### config.mk
export PLATFORM = sky130hd
export DESIGN_NAME = osc_freq_monitor
export DESIGN_NICKNAME = d
export VERILOG_FILES = /design/src/rtl/osc_mon_pkg.sv /design/src/rtl/sync_edge_det.sv /design/src/rtl/osc_freq_monitor.sv
export SDC_FILE = /design/constraint.sdc
export NUM_CORES = 1
export LEC_CHECK = 0
export BUFFER_PORTS_ARGS = -buffer_cell sky130_fd_sc_hd__buf_2
export CAP_MARGIN = 5
export CORE_MARGIN = 5
export CORE_UTILIZATION = 50
export CTS_BUF_LIST = sky130_fd_sc_hd__clkbuf_16
export CTS_CLUSTER_SIZE = 8
export DETAILED_ROUTE_END_ITERATION = 10
export PLACE_DENSITY_LB_ADDON = 0.15
export SLEW_MARGIN = 40
export SYNTH_ARGS = -nofsm -noshare
export SYNTH_HDL_FRONTEND = slang
export SYNTH_SLANG_ARGS = --single-unit
### constraint.sdc
create_clock -name clk -period 2.1 [get_ports clk]
set_input_delay 0.105 -clock clk [delete_from_list [all_inputs] [get_ports clk]]
set_output_delay 0.105 -clock clk [all_outputs]
set_load 0.03 [all_outputs]
### src/rtl/osc_mon_pkg.sv
// osc_mon_pkg: shared FSM state, count type and 27 MHz / (div-64 oscillator) defaults
package osc_mon_pkg;
   localparam int DEF_CLK_HZ      = 27_000_000;
   localparam int DEF_OSC_HZ      = 52_480_000;
   localparam int DEF_OSC_DIV     = 64;
   localparam int DEF_GATE_CYCLES = DEF_CLK_HZ / 1000;
   localparam int DEF_EXP_NOM     = DEF_OSC_HZ / DEF_OSC_DIV / 1000;
   localparam int DEF_EXP_MIN     = DEF_EXP_NOM - 40;
   localparam int DEF_EXP_MAX     = DEF_EXP_NOM + 40;
   localparam int DEF_DEAD_CYCLES = 1023;
   localparam int DEF_CNT_W       = 16;
   typedef logic [DEF_CNT_W-1:0] count_t;
   typedef enum logic [1:0] {IDLE, MEASURE, REPORT} state_e;
endpackage

### src/rtl/sync_edge_det.sv
// sync_edge_det: brings an asynchronous level into clk and emits a one-cycle rising-edge pulse
module sync_edge_det (
   input  logic clk,
   input  logic reset_n,
   input  logic async_i,
   output logic rise_o
);
   logic meta_q, sync_q, hist_q;
   // two synchroniser stages followed by a history stage for edge detection
   always_ff @(posedge clk or negedge reset_n)
      if (!reset_n) {meta_q, sync_q, hist_q} <= '0;
      else {meta_q, sync_q, hist_q} <= {async_i, meta_q, sync_q};
   assign rise_o = sync_q & ~hist_q;
endmodule

### src/rtl/osc_freq_monitor.sv
// osc_freq_monitor: counts osc_div rising edges over a clk gate window, reports range and dead status
module osc_freq_monitor
   import osc_mon_pkg::*;
#(
   parameter int GATE_CYCLES = DEF_GATE_CYCLES,
   parameter int CNT_W       = DEF_CNT_W,
   parameter int EXP_MIN     = DEF_EXP_MIN,
   parameter int EXP_MAX     = DEF_EXP_MAX,
   parameter int DEAD_CYCLES = DEF_DEAD_CYCLES
) (
   input  logic             clk,
   input  logic             reset_n,
   input  logic             enable,
   input  logic             osc_div,
   output logic [CNT_W-1:0] freq_count,
   output logic             meas_valid,
   output logic             freq_ok,
   output logic             osc_dead,
   output logic             busy
);
   localparam int GW = $clog2(GATE_CYCLES + 1);
   localparam int DW = $clog2(DEAD_CYCLES + 1);
   state_e           state_q, state_d;
   logic [GW-1:0]    gate_cnt_q, gate_cnt_d;
   logic [CNT_W-1:0] edge_cnt_q, edge_cnt_d, freq_count_q, freq_count_d;
   logic [DW-1:0]    dead_cnt_q, dead_cnt_d;
   logic             meas_valid_q, meas_valid_d, freq_ok_q, freq_ok_d;
   logic             rise, in_range;

   sync_edge_det u_sync (
      .clk     (clk),
      .reset_n (reset_n),
      .async_i (osc_div),
      .rise_o  (rise)
   );

   assign in_range   = edge_cnt_q >= CNT_W'(EXP_MIN) && edge_cnt_q <= CNT_W'(EXP_MAX);
   assign osc_dead   = dead_cnt_q == DW'(DEAD_CYCLES);
   assign busy       = state_q != IDLE;
   assign freq_count = freq_count_q;
   assign meas_valid = meas_valid_q;
   assign freq_ok    = freq_ok_q;

   // gate FSM: window counting, saturating edge count and end-of-window report
   always_comb begin
      state_d      = state_q;
      gate_cnt_d   = gate_cnt_q;
      edge_cnt_d   = edge_cnt_q;
      freq_count_d = freq_count_q;
      freq_ok_d    = freq_ok_q;
      meas_valid_d = 1'b0;
      case (state_q)
         IDLE: if (enable) begin
            state_d    = MEASURE;
            gate_cnt_d = '0;
            edge_cnt_d = '0;
         end
         MEASURE: begin
            gate_cnt_d = gate_cnt_q + GW'(1);
            edge_cnt_d = (rise && !(&edge_cnt_q)) ? edge_cnt_q + CNT_W'(1) : edge_cnt_q;
            state_d    = !enable ? IDLE : (gate_cnt_q == GW'(GATE_CYCLES - 1)) ? REPORT : MEASURE;
         end
         REPORT: begin
            freq_count_d = edge_cnt_q;
            freq_ok_d    = in_range && !osc_dead;
            meas_valid_d = 1'b1;
            gate_cnt_d   = '0;
            edge_cnt_d   = '0;
            state_d      = enable ? MEASURE : IDLE;
         end
         default: state_d = IDLE;
      endcase
   end

   // watchdog: restarts on every rise, otherwise climbs and parks at the dead threshold
   always_comb dead_cnt_d = rise ? '0 : osc_dead ? dead_cnt_q : dead_cnt_q + DW'(1);

   // state and result registers
   always_ff @(posedge clk or negedge reset_n)
      if (!reset_n) begin
         state_q      <= IDLE;
         gate_cnt_q   <= '0;
         edge_cnt_q   <= '0;
         freq_count_q <= '0;
         freq_ok_q    <= 1'b0;
         meas_valid_q <= 1'b0;
         dead_cnt_q   <= '0;
      end else begin
         state_q      <= state_d;
         gate_cnt_q   <= gate_cnt_d;
         edge_cnt_q   <= edge_cnt_d;
         freq_count_q <= freq_count_d;
         freq_ok_q    <= freq_ok_d;
         meas_valid_q <= meas_valid_d;
         dead_cnt_q   <= dead_cnt_d;
      end

   // an inverted acceptance range can never report ok
   a_exp_order: assert property (@(posedge clk) EXP_MIN <= EXP_MAX)
      else $error("osc_freq_monitor: EXP_MIN exceeds EXP_MAX");
endmodule

# Word level (Yosys, flattened, before mapping)

Index checks and enable logic that the tools add are counted.
W data, S select, Z words.

Register bits: 64
Input port bits: 4
Output and inout port bits: 20

Add/sub/neg operators: 3
$lt $le $gt $ge: 2
Equality and inequality tests: 7
Muxes and demuxes: 13
Bitwise logic cells: 2
Reduce and logical (&&, ||, !) cells: 11

Operators with widths:

| kind                    | number |
|---|---|
| $pmux W16 S3            | 1 |
| $pmux W15 S3            | 1 |
| $mux W16                | 2 |
| $mux W10                | 2 |
| $add A16 B1 Y16 const B | 1 |
| $ge A16 B10 Y1 const B  | 1 |
| $le A16 B10 Y1 const B  | 1 |
| $reduce_and A16 Y1      | 1 |
| $add A15 B1 Y15 const B | 1 |
| $eq A15 B15 Y1 const B  | 1 |
| $mux W15                | 1 |
| $add A10 B1 Y10 const B | 1 |
| $eq A10 B10 Y1 const B  | 1 |
| $mux W2                 | 3 |
| $pmux W2 S3             | 1 |
| $ne A2 B2 Y1 const B    | 2 |
| $logic_and A1 B1 Y1     | 3 |
| $reduce_and A3 Y1       | 1 |
| $reduce_bool A3 Y1      | 1 |
| $eq A2 B1 Y1 const B    | 1 |
| $eq A2 B2 Y1 const B    | 1 |
| $logic_not A1 Y1        | 2 |
| $logic_not A2 Y1        | 1 |
| $mux W1                 | 2 |
| other kinds (5)         | 5 |

# Depth between registers and ports, before layout

Depth after elaboration: 5
Gate-level depth with buffers: 6
Gate-level depth less buffers: 5

# Hierarchy

A second synthesis with hierarchy kept.

Cell total of the unflattened synthesis: 297
Area, all modules: 3174.3 µm²

Modules (own cells, without submodules):

| module           | instances | cells an instance | area an instance (µm²) | sequential area each (µm²) |
|---|---|---|---|---|
| osc_freq_monitor | 1         | 293               | 3085.5                 | 1526.5 |
| sync_edge_det    | 1         | 4                 | 88.8                   | 75.1 |

# Least setup slack after synthesis

OpenSTA, ideal clock, no wires.

Kind: register to register
Start: reg edge_cnt_q[0]
End: reg edge_cnt_q[8]
Setup time: 0.139 ns
Arrival: 1.636 ns
Required time: 1.961 ns
Slack: 0.325 ns
Stages on the path, launching flop included: 7
Path buffers: 1
Period minus slack after synthesis: 1.775 ns
Path through: dfrtp_1 > ha_1 > nand3_1 > or4_4 > buf_6 > a41oi_2 > a31oi_1

Longest elaborated chain between the ends: 5
Elaborated cells on any way between the ends: 8
Those cells by class: add/sub: 1; eq/ne: 1; mux: 2; reduce/logical: 4

RTL lines:

| item                                                    | RTL line               | text |
|---|---|---|
| start, declared                                         | osc_freq_monitor.sv:25 | `logic [CNT_W-1:0] edge_cnt_q, edge_cnt_d, freq_count_q, freq_count_d;` |
| start signal, assigned                                  | osc_freq_monitor.sv:91 | `edge_cnt_q <= edge_cnt_d;` |
| branches (longest 5 deep; another with $add A16 B1 Y16) | -                      |  |

Several ways; the timed one is not identified. The select of a mux whose other input is x is not followed.
A chain may end at the register's enable or synchronous reset.

# Worst setup path in the final report

Start: reg dead_cnt_q[0]
End: out osc_dead

Longest elaborated chain between the ends: 1

RTL lines:

| item                   | RTL line               | text |
|---|---|---|
| start, declared        | osc_freq_monitor.sv:26 | `logic [DW-1:0] dead_cnt_q, dead_cnt_d;` |
| start signal, assigned | osc_freq_monitor.sv:95 | `dead_cnt_q <= dead_cnt_d;` |
| $eq A10 B10 Y1         | osc_freq_monitor.sv:38 | `assign osc_dead = dead_cnt_q == DW'(DEAD_CYCLES);` |
| end, declared          | osc_freq_monitor.sv:18 | `output logic osc_dead,` |

Every way passes these cells.

==> summary.md <==
| Metric | Value |
|---|---|
| Outcome | `finished clean` |
| Port buffer count | `23` |
| Post-synth design cell area | `0.00320 mm2` |
| FFs w/ async S/R, synth | `100%` |
| Maxcap violations | `0` |
| Portion of the post-synthesis area used by sequential elements | `50.1%` |
| Total Negative Setup Slacks | `0 ns` |
| Worst Hold Margin | `0.0396 ns` |
| Global-route wire length before repair | `11900 um` |
| Site row count | `29` |
| Hold path startpoint | `enable` |
| Fraction of layout cells with a size suffix above 1 | `19.4%` |
| Maximum number of pins on one net before global-route repair | `40` |
| Dpl hpwl | `4610 um` |
| Dominant cell by count in the synthesized netlist | `sky130_fd_sc_hd__dfrtp_1` |
| Data required time of the worst path | `2.00 ns` |
| Synthesized instance count | `313` |
| Total count of hold-check failures in the final report | `0` |
| Setup violation total in the final timing report | `0` |
| Launching point of the worst reg2reg path | `edge_cnt_q[0]$_DFFE_PN0P_` |
| Final Slew Violations | `0` |
| Critical path type | `flop to output port` |
| Die ar. | `0.00810 mm2` |
| Arrival time worst endpoint | `1.86 ns` |
| Count of buffers added by post-CTS timing repair for setup | `0` |
| Path type of the worst min-delay path | `primary input to flop` |
| Number of library cell types mapped by synthesis | `49` |
| Most common library cells after synthesis | `64 x sky130_fd_sc_hd__dfrtp_1, 30 x sky130_fd_sc_hd__nand2_1, 20 x sky130_fd_sc_hd__nand3_1, 20 x sky130_fd_sc_hd__o21ai_0` |
| Die Y-Extent | `90.0 um` |
| Net count after synthesis | `321` |
| R2r endpoint | `edge_cnt_q[4]$_DFFE_PN0P_` |
| Combined global-route utilization of all metal layers | `17.7%` |
| Area growth from synthesis to final layout | `16.0%` |
| Number of nets with antenna violations after routing | `0` |
| Gate power share | `8.3%` |
| Proportion of total power due to net switching | `25.0%` |
| Worst-case reg-to-reg path depth | `5` |
| Worst vdd ir | `0.548 mV` |
| Internal portion of total power | `2330 uW` |
| Cell depth of the worst hold path | `2` |
| Total number of clock tree sinks | `64` |
| Max Clk Rate | `508 MHz` |
| Setup Skew | `0.00440 ns` |
| Total number of vias | `2483` |
| Aggregate routed wire length | `6670 um` |
| Mapped Avg Cell Area | `10.2 um2` |
| Routability congestion estimate from global placement | `0.868` |
| Number of enable flip-flop cells after synthesis | `0` |
| Time the worst path needs with I/O delays and setup | `1.97 ns` |
| Buffer depth of the longest clock path | `2` |
| 1st-iter DRT viols | `128` |
| Relative slew slack | `59.2%` |
| Start point of the critical path | `dead_cnt_q[0]$_DFFE_PN0P_` |
| Clk Tree Root Cell | `sky130_fd_sc_hd__clkbuf_16` |
| Reg2Reg Setup Slack | `0.14 ns` |
| Final Cycle Share | `93.8%` |
| Initial standard-cell utilization of the core | `51.0%` |
| Aggregate global routing overflow | `0` |
| Highest layer used for signal routing | `met4` |
| Area of all placed cells without fillers | `0.00371 mm2` |
| Nature of the critical path endpoint | `output port` |
| Number of design rule violations left after detail routing | `0` |
| Final antenna diode count | `0` |
| Most frequently used flop master after synthesis | `sky130_fd_sc_hd__dfrtp_1` |
| Number of placed instances with taps included | `406` |
| Flip-flop and latch count after synthesis | `64` |
| Setup repair after global routing missed its margin | `false` |
| Warnings, synthesis | `0` |
| Area of the placeable core | `0.00628 mm2` |
| Power density over the cells | `836 mW/mm2` |
| Number of global-route vias before repair | `2413` |
| CTS H-tree depth | `3` |
| Met2 Routed Length | `2960 um` |
| Nets@finish | `350` |
| Ratio of routed vias to standard cells | `5.87` |
| Number of antenna violations at the first check in global routing | `0` |
| Number of primary I/O pins | `24` |
| Sequential group share of total power | `46.9%` |
| Worst Tran Pin Value | `0.611 ns` |
| Die width | `90.0 um` |
| Reported net switching power | `774 uW` |
| First drt pass iteration count | `4` |
| Dominant cells by area after synthesis | `sky130_fd_sc_hd__dfrtp_1 50%, sky130_fd_sc_hd__mux2_2 4.2%, sky130_fd_sc_hd__nand2_1 3.5%` |
| Post-detailed-placement cell area | `0.00341 mm2` |
| Skew-Pair Late Insertion Delay | `0.32 ns` |
| Final standard cell count with taps included and fillers excluded | `423` |
| Clock transition time at the flip-flop clock pins of the worst setup and hold paths | `0.05 ns` |
| Startpoint type of the worst setup path | `flop` |
| Clock power share | `44.8%` |
| Number of filler instances in the final layout | `530` |
| Routed met3 length | `267 um` |
| Leakage | `0.00168 uW` |
| Biggest area consumer among synthesized cells | `sky130_fd_sc_hd__dfrtp_1` |
| Routed wire per std cell | `15.8 um` |
| Clock tree from TritonCTS | `done` |
| Area share of the leading cell type in the synthesized netlist | `50.1%` |
| Routed metal-1 wirelength | `3320 um` |
| Maximum fanout encountered on the critical timing path | `6` |
| Cts bufs inserted | `9` |
| Terminating pin of the worst hold path | `state_q[0]$_DFFE_PN0P_` |
-- power by group through the flow --
stage                     registers (uW)  clock network [uW]  logic [uW]
final                               1450                1390         258
after global routing                1470                1490         303
after CTS                           1450                1420         261
after detailed placement            1470                   0         255
after global placement              1470                   0         250
after floorplan                     1430                   0         186
-- sequential cells by signal (all words and copies together) (netlist names) --
register / cells
u_sync.meta_q: 1
u_sync.hist_q: 1
freq_count: 16
state_q: 2
u_sync.sync_q: 1
meas_valid: 1
gate_cnt_q: 15
edge_cnt_q: 16
dead_cnt_q: 10
freq_ok: 1
-- cells in the final DEF, fill, tap and decap left out, types with 4 or more instances in the layout --
master                       n
sky130_fd_sc_hd__inv_1      13
sky130_fd_sc_hd__o211ai_1    5
sky130_fd_sc_hd__mux2_2     12
sky130_fd_sc_hd__and4_1      6
sky130_fd_sc_hd__ha_1        4
sky130_fd_sc_hd__and3_1      5
sky130_fd_sc_hd__dfrtp_1    64
sky130_fd_sc_hd__o41ai_1     4
sky130_fd_sc_hd__a31oi_1    12
sky130_fd_sc_hd__a211oi_1    4
sky130_fd_sc_hd__nand4_1    11
sky130_fd_sc_hd__nand2_1    30
sky130_fd_sc_hd__xnor2_1     4
sky130_fd_sc_hd__and2_1      4
sky130_fd_sc_hd__nor3_1      7
sky130_fd_sc_hd__nor2_1     11
sky130_fd_sc_hd__nand3_1    20
sky130_fd_sc_hd__nand2b_1    4
sky130_fd_sc_hd__buf_2      23
sky130_fd_sc_hd__o31ai_1     4
sky130_fd_sc_hd__o21ai_0    20
sky130_fd_sc_hd__a21oi_1     9
sky130_fd_sc_hd__clkbuf_16   9
sky130_fd_sc_hd__mux2i_1     8
sky130_fd_sc_hd__buf_4       8
sky130_fd_sc_hd__nor4_1      4
-- stage by stage --
step / power [uW] / utilization (%) / setup WS (ns)
after CTS: 3130 / 59.1 / 0.105
after global placement: 1720 / 54.3 / 0.191
after detailed placement: 1720 / 54.3 / 0.161
final: 3100 / 59.1 / 0.131
after floorplan: 1610 / - / 0.325
after global routing: 3260 / 59.1 / 0.00555
-- metal layers --
metal / global-route usage, % / vias to the layer above
li1: - / 1234
met1: 26.2 / 1186
met2: 24.9 / 51
met3: 3.42 / 12
met4: 8.44 / 0
met5: 0 / -
-- worst max path at each step --
| stage | cells past startpoint | endpoint | slack (ns) |
|---|---|---|---|
| 3_5_place_dp | 5 | edge_cnt_q[4]$_DFFE_PN0P_ | 0.16 |
| 5_1_grt | 5 | osc_dead | 0.006 |
| 6_report | 5 | osc_dead | 0.13 |
| 3_3_place_gp | 5 | edge_cnt_q[4]$_DFFE_PN0P_ | 0.19 |
| 2_1_floorplan | 6 | edge_cnt_q[8]$_DFFE_PN0P_ | 0.33 |
| 4_1_cts | 5 | osc_dead | 0.10 |
-- area by class of cell --
class	instances	area [um2]	share of cell area, %
Clock inverter	6	52.6	1.42
Clock buffer	9	225	6.07
Sequential cell	64	1600	43.2
Multi-Input combinational cell	221	1470	39.7
Tap cell	77	96.3	2.60
Inverter	12	45.0	1.21
Timing Repair Buffer	34	215	5.80
-- logic make-up after synthesis --
| kind of cell | synth area share [%] |
|---|---|
| multiplexers | 6.73 |
| adder cells (fa/ha/maj) | 1.56 |
| AND/OR/NAND/NOR | 21.7 |
| flip-flops | 50.1 |
| buffers and inverters | 3.91 |
| XOR/XNOR | 1.09 |
| AO/OA/AOI/OAI | 14.9 |
-- critical path, stage by stage (launching register included) --
cell and delay (ns):
sky130_fd_sc_hd__dfrtp_1 0.41, sky130_fd_sc_hd__ha_1 0.28, sky130_fd_sc_hd__and4_2 0.30, sky130_fd_sc_hd__nand3_1 0.19, sky130_fd_sc_hd__inv_1 0.15, sky130_fd_sc_hd__buf_2 0.21
-- what timing repair did --
| action | 4_1_cts | 5_1_grt |
|---|---|---|
| hold buffers | 2 | 0 |
| resized for setup | 0 | 1 |
| setup endpoints to repair | 0 | 1 |
| endpoints found under the hold margin | 26 | 0 |
Power figures use the tool's default switching activity.
